--- config.mk ---
export PLATFORM = sky130hd
export DESIGN_NAME = feeder_fifo
export DESIGN_NICKNAME = d
export VERILOG_FILES = /design/src/rtl/feeder_fifo.sv
export SDC_FILE = /design/constraint.sdc
export NUM_CORES = 1
export LEC_CHECK = 0
export BUFFER_PORTS_ARGS = -buffer_cell sky130_fd_sc_hd__buf_2
export CAP_MARGIN = 5
export CORE_ASPECT_RATIO = 0.9
export CORE_UTILIZATION = 55
export DETAILED_ROUTE_END_ITERATION = 16
export HOLD_SLACK_MARGIN = 0.02
export MAX_ROUTING_LAYER = met4
export PLACE_DENSITY = 0.72
export SETUP_SLACK_MARGIN = 0.5
export SLEW_MARGIN = 20
export SYNTH_ARGS = -nofsm -noshare
export SYNTH_HDL_FRONTEND = slang
export SYNTH_SLANG_ARGS = --single-unit
--- constraint.sdc ---
create_clock -name i_clk -period 7.85 [get_ports i_clk]
set_input_delay 0.785 -clock i_clk [delete_from_list [all_inputs] [get_ports i_clk]]
set_output_delay 0.785 -clock i_clk [all_outputs]
set_load 0.02 [all_outputs]
--- src/rtl/feeder_fifo.sv ---
// rtl/feeder_fifo.sv - show-ahead word FIFO with last sideband between fetcher and feeder
module feeder_fifo #(
  parameter int DATA_W    = 64,
  parameter int POSITIONS = 8,
  parameter int AFULL_TH  = 6
) (
  input  logic                           i_clk,
  input  logic                           i_rstn,
  input  logic                           i_clear,
  input  logic                           i_push,
  input  logic [DATA_W-1:0]              i_data,
  input  logic                           i_last,
  input  logic                           i_pop,
  input  logic                           i_pipeline_en,
  output logic [DATA_W-1:0]              o_data,
  output logic                           o_last,
  output logic                           o_valid,
  output logic                           o_empty,
  output logic                           o_full,
  output logic                           o_afull,
  output logic [$clog2(POSITIONS+1)-1:0] o_count,
  output logic                           o_overflow,
  output logic                           o_underflow
);

  localparam int PW = (POSITIONS > 1) ? $clog2(POSITIONS) : 1;
  localparam int CW = $clog2(POSITIONS + 1);
  localparam logic [CW-1:0] FULL_CNT  = CW'(POSITIONS);
  localparam logic [CW-1:0] AFULL_CNT = CW'(AFULL_TH);
  localparam logic [PW-1:0] LAST_PTR  = PW'(POSITIONS - 1);

  logic [DATA_W:0] mem [POSITIONS];
  logic [DATA_W:0] head;
  logic [PW-1:0]   wr_ptr;
  logic [PW-1:0]   rd_ptr;
  logic [CW-1:0]   count;
  logic            overflow;
  logic            underflow;
  logic            empty;
  logic            full;
  logic            pop_eff;
  logic            pop_acc;
  logic            push_eff;

  assign empty    = (count == '0);
  assign full     = (count == FULL_CNT);
  assign pop_eff  = i_pop && i_pipeline_en;
  assign pop_acc  = pop_eff && !empty;
  // A pop in the same cycle frees the slot, so a push into a full FIFO still lands.
  assign push_eff = i_push && (!full || pop_eff);

  function automatic logic [PW-1:0] next_ptr(input logic [PW-1:0] p);
    next_ptr = (p == LAST_PTR) ? '0 : p + PW'(1);
  endfunction

  always_ff @(posedge i_clk) begin
    if (push_eff && !i_clear) begin
      mem[wr_ptr] <= {i_last, i_data};
    end
  end

  always_ff @(posedge i_clk or negedge i_rstn) begin
    if (!i_rstn) begin
      wr_ptr    <= '0;
      rd_ptr    <= '0;
      count     <= '0;
      overflow  <= 1'b0;
      underflow <= 1'b0;
    end else if (i_clear) begin
      wr_ptr    <= '0;
      rd_ptr    <= '0;
      count     <= '0;
      overflow  <= 1'b0;
      underflow <= 1'b0;
    end else begin
      if (push_eff) wr_ptr <= next_ptr(wr_ptr);
      if (pop_acc)  rd_ptr <= next_ptr(rd_ptr);
      case ({push_eff, pop_acc})
        2'b10:   count <= count + CW'(1);
        2'b01:   count <= count - CW'(1);
        default: count <= count;
      endcase
      if (i_push && full && !pop_eff) overflow <= 1'b1;
      if (pop_eff && empty) underflow <= 1'b1;
    end
  end

  assign head        = mem[rd_ptr];
  assign o_data      = empty ? '0 : head[DATA_W-1:0];
  assign o_last      = !empty && head[DATA_W];
  assign o_valid     = !empty;
  assign o_empty     = empty;
  assign o_full      = full;
  assign o_afull     = (count >= AFULL_CNT);
  assign o_count     = count;
  assign o_overflow  = overflow;
  assign o_underflow = underflow;

endmodule

==> qor.csv <==
stage,metric,value,unit
run_status,status,completed,
route,dr.pass1.iters,4,
floorplan,boundaryPins,146,
synthesis,syn_avg_cell_area,22.51,sq um
clock_tree,cts_made_buffers,50,
clock_tree,h-tree-depth,2,
power_and_ir_drop,p_leak,7.397,nW
sta,setup_tns,0,ns
synthesis,synth_adder_area_share,0.3068,%
clock_tree,path_clk_slew,0.06,ns
setup_path,path_cells,"buf_4, mux4_2, mux2i_1, nor2_1, buf_2",
synthesis,syn_area,20390,sq um
floorplan,dieArea,37850,sq um
synthesis,synth_seq_cells,532,
clock_tree,clockBufferDepth,3,
final_layout,final_layout_size_suffix_gt1_share,33.12,%
grt,grt_pass1_wl,58090,um
sta,finalHoldViolCount,0,
sta,holdWs,0.08954,ns
synthesis,synth_simple_gate_area_share,2.141,%
synthesis,muxShareOfSynthArea,17.77,%
synthesis,yosysUniqueCellTypes,33,
grt,gr-usage-all-layers,21.74,%
grt,grt_max_degree,75,
synthesis,async_reset_ff_share,2.256,%
synthesis,synthCells,906,
grt,grt_pass1_vias,9756,
synthesis,synth.most_common_cell,edfxtp_1,
setup_path,startpoint_type,flip-flop,
route,drt_wl_total,38500,um
setup_path,crit_fanout,67,
run,maxCapViolCount,0,
setup_path,cp-end-kind,output pin,
setup_path,arrival,3.48,ns
clock_tree,clock_sinks,532,
floorplan,start_util,56.13,%
synthesis,synth_compound_area_share,0.4663,%
sta,worstMarginPinSlew,1.024,ns
clock_tree,cts_root_buf,clkbuf_16,
setup_path,required,7.07,ns
sta,rsz0062_at_grt,false,
sta,period_minus_slack,4.267,ns
synthesis,synthFlopType,edfxtp_1,
floorplan,row_count,66,
placed_design,dpl.hpwl,20080,um
clock_tree,insertion_delay,0.57,ns
final_layout,area_growth,13.72,%
final_layout,fin_nets,1146,
route,wl_per_cell,24.26,um
synthesis,yosysTopAreaCellShare,76.57,%
sta,slew_viol_final,0,
synthesis,yosys_warnings,0,
grt,antenna_found_initial,6,
power_and_ir_drop,p_per_area,287.3,nW/um^2
route,vias,9317,
route,final_antenna_net_count,0,
floorplan,core,36330,sq um
clock_tree,postCtsSetupRepairBufs,0,
synthesis,synth_top_cell_by_area,edfxtp_1,
setup_path,cp_slowest_cell,dfrtp_4,
synthesis,synthesis.nets,982,
clock_tree,cts_tree,built,
placed_design,place_congestion,0.7440,
sta,relSlewSlack,31.71,%
floorplan,die_x,205.0,um
synthesis,synth_xor_xnor_area_share,0.2577,%
synthesis,ys_top_cells_by_count,"520 x edfxtp_1, 130 x mux4_2, 83 x nor2_1, 68 x mux2i_1, 28 x clkbuf_1",
sta,max_freq,0.2344,GHz
placed_design,io_buffer_count,145,
synthesis,synth_top_family_by_area,multiplexers,
setup_path,slowest_delay,1.04,ns
sta,finalCritPeriodShare,54.35,%
route,vias_per_cell,5.871,
synthesis,ys_seq_area_share,78.04,%
sta,skew,0.02079,ns
synthesis,synth-edff-count,520,
floorplan,die_y,184.7,um
clock_tree,cts_resized,0,
sta,finalSetupViolCount,0,
clock_tree,hold_buffers,0,
synthesis,synth_area_leaders,"edfxtp_1 77%, mux4_2 14%, mux2i_1 3.3%, nor2_1 1.5%, dfrtp_1 1.5%",
route,drc,0,
hold_path,hold_class,input pin to async pin,
power_and_ir_drop,peakVddDrop,0.2222,mV
setup_path,timing_worst_setup_path_type,flip-flop to output pin,
power_and_ir_drop,power.total,6.663,mW
grt,gr-total-overflow,0,
route,drt-initial-drc-count,710,
where the power goes:
part	leakage, nW	switching, mW	internal, mW
clock	0.712	0.971	1.24
combinational	1.83	0.767	0.462
sequential	4.86	0.0482	3.18
total	7.40	1.79	4.88
state kept, by name, indices dropped and copies added, names as in the netlist:
| name | count |
|---|---|
| mem | 520 |
| o_count | 4 |
| rd_ptr | 3 |
| wr_ptr | 3 |
| o_overflow | 1 |
| o_underflow | 1 |
final cells by class:
type,count,area [sq um]
diodes,6,15.01
clock buffers,66,1311
clock inverters,21,162.7
fillers,2470,13140
inverters,2,8.758
multi-input cells,325,4325
flip-flops and latches,532,15930
well taps,476,595.6
repair buffers,159,847.1
per-stage QoR:
stage,setup slack (ns),util (%),std cells,instance area [sq um]
floorplan,1.327,-,906,20390
global placement,3.898,59.72,1494,21700
global route,3.386,63.83,1587,23190
detailed placement,3.861,59.72,1494,21700
finish,3.583,63.83,1587,23190
CTS,3.499,63.78,1581,23170
placed cells by master, fill, tap and decap left out, types with 3 or more instances in the layout:
master     netlist  routed
nor2_4           0       6
dfrtp_4          0       3
xor2_1           4       4
nand2_1          6       6
edfxtp_1       520     520
mux2i_1         68      68
buf_4            0      12
clkinv_2         1       5
diode_2          0       6
clkinv_1         0      11
clkbuf_16        0      50
clkbuf_1        28      16
dfrtp_1         12       9
nand2b_1         3       3
a21oi_1          3       3
buf_2           12     145
mux4_2         130     130
nor2_1          83      77
ha_1             5       5
logic make-up after synthesis:
group,after synthesis
AO/OA/AOI/OAI,12
XOR/XNOR,6
adder cells (fa/ha/maj),5
buffers and inverters,49
flip-flops,532
multiplexers,199
AND/OR/NAND/NOR,103
worst max-delay path, delay by kind of cell, from the launching register on:
| family | cells | cell delay (ns) |
|---|---|---|
| buffers and inverters | 2 | 1.10 |
| flip-flops | 1 | 1.04 |
| multiplexers | 2 | 0.61 |
| AND/OR/NAND/NOR | 1 | 0.08 |
routing by layer:
layer  vias to the layer above  global-route usage [%]  part of all wire, %
li1                       4099                       -                    -
met1                      4937                   29.69                   44
met2                       224                   34.42                   49
met3                        57                   4.155                  5.2
met4                         0                   5.096                  1.6
met5                         -                       -                    0
path summary, 6_finish.rpt:
check	slack (ns)	cells after the start	from	endpoint
max	3.58	5	rd_ptr[1]	o_data[48]
min	0.09	1	i_rstn	o_count[2]
max reg2reg	4.32	6	o_count[1]	mem[0][21]
min reg2reg	0.52	2	o_overflow	o_overflow
max in group asynchronous	7.51	1	i_rstn	rd_ptr[0]
min in group i_clk	0.47	1	i_data[58]	mem[3][58]
Power figures use the tool's default switching activity.
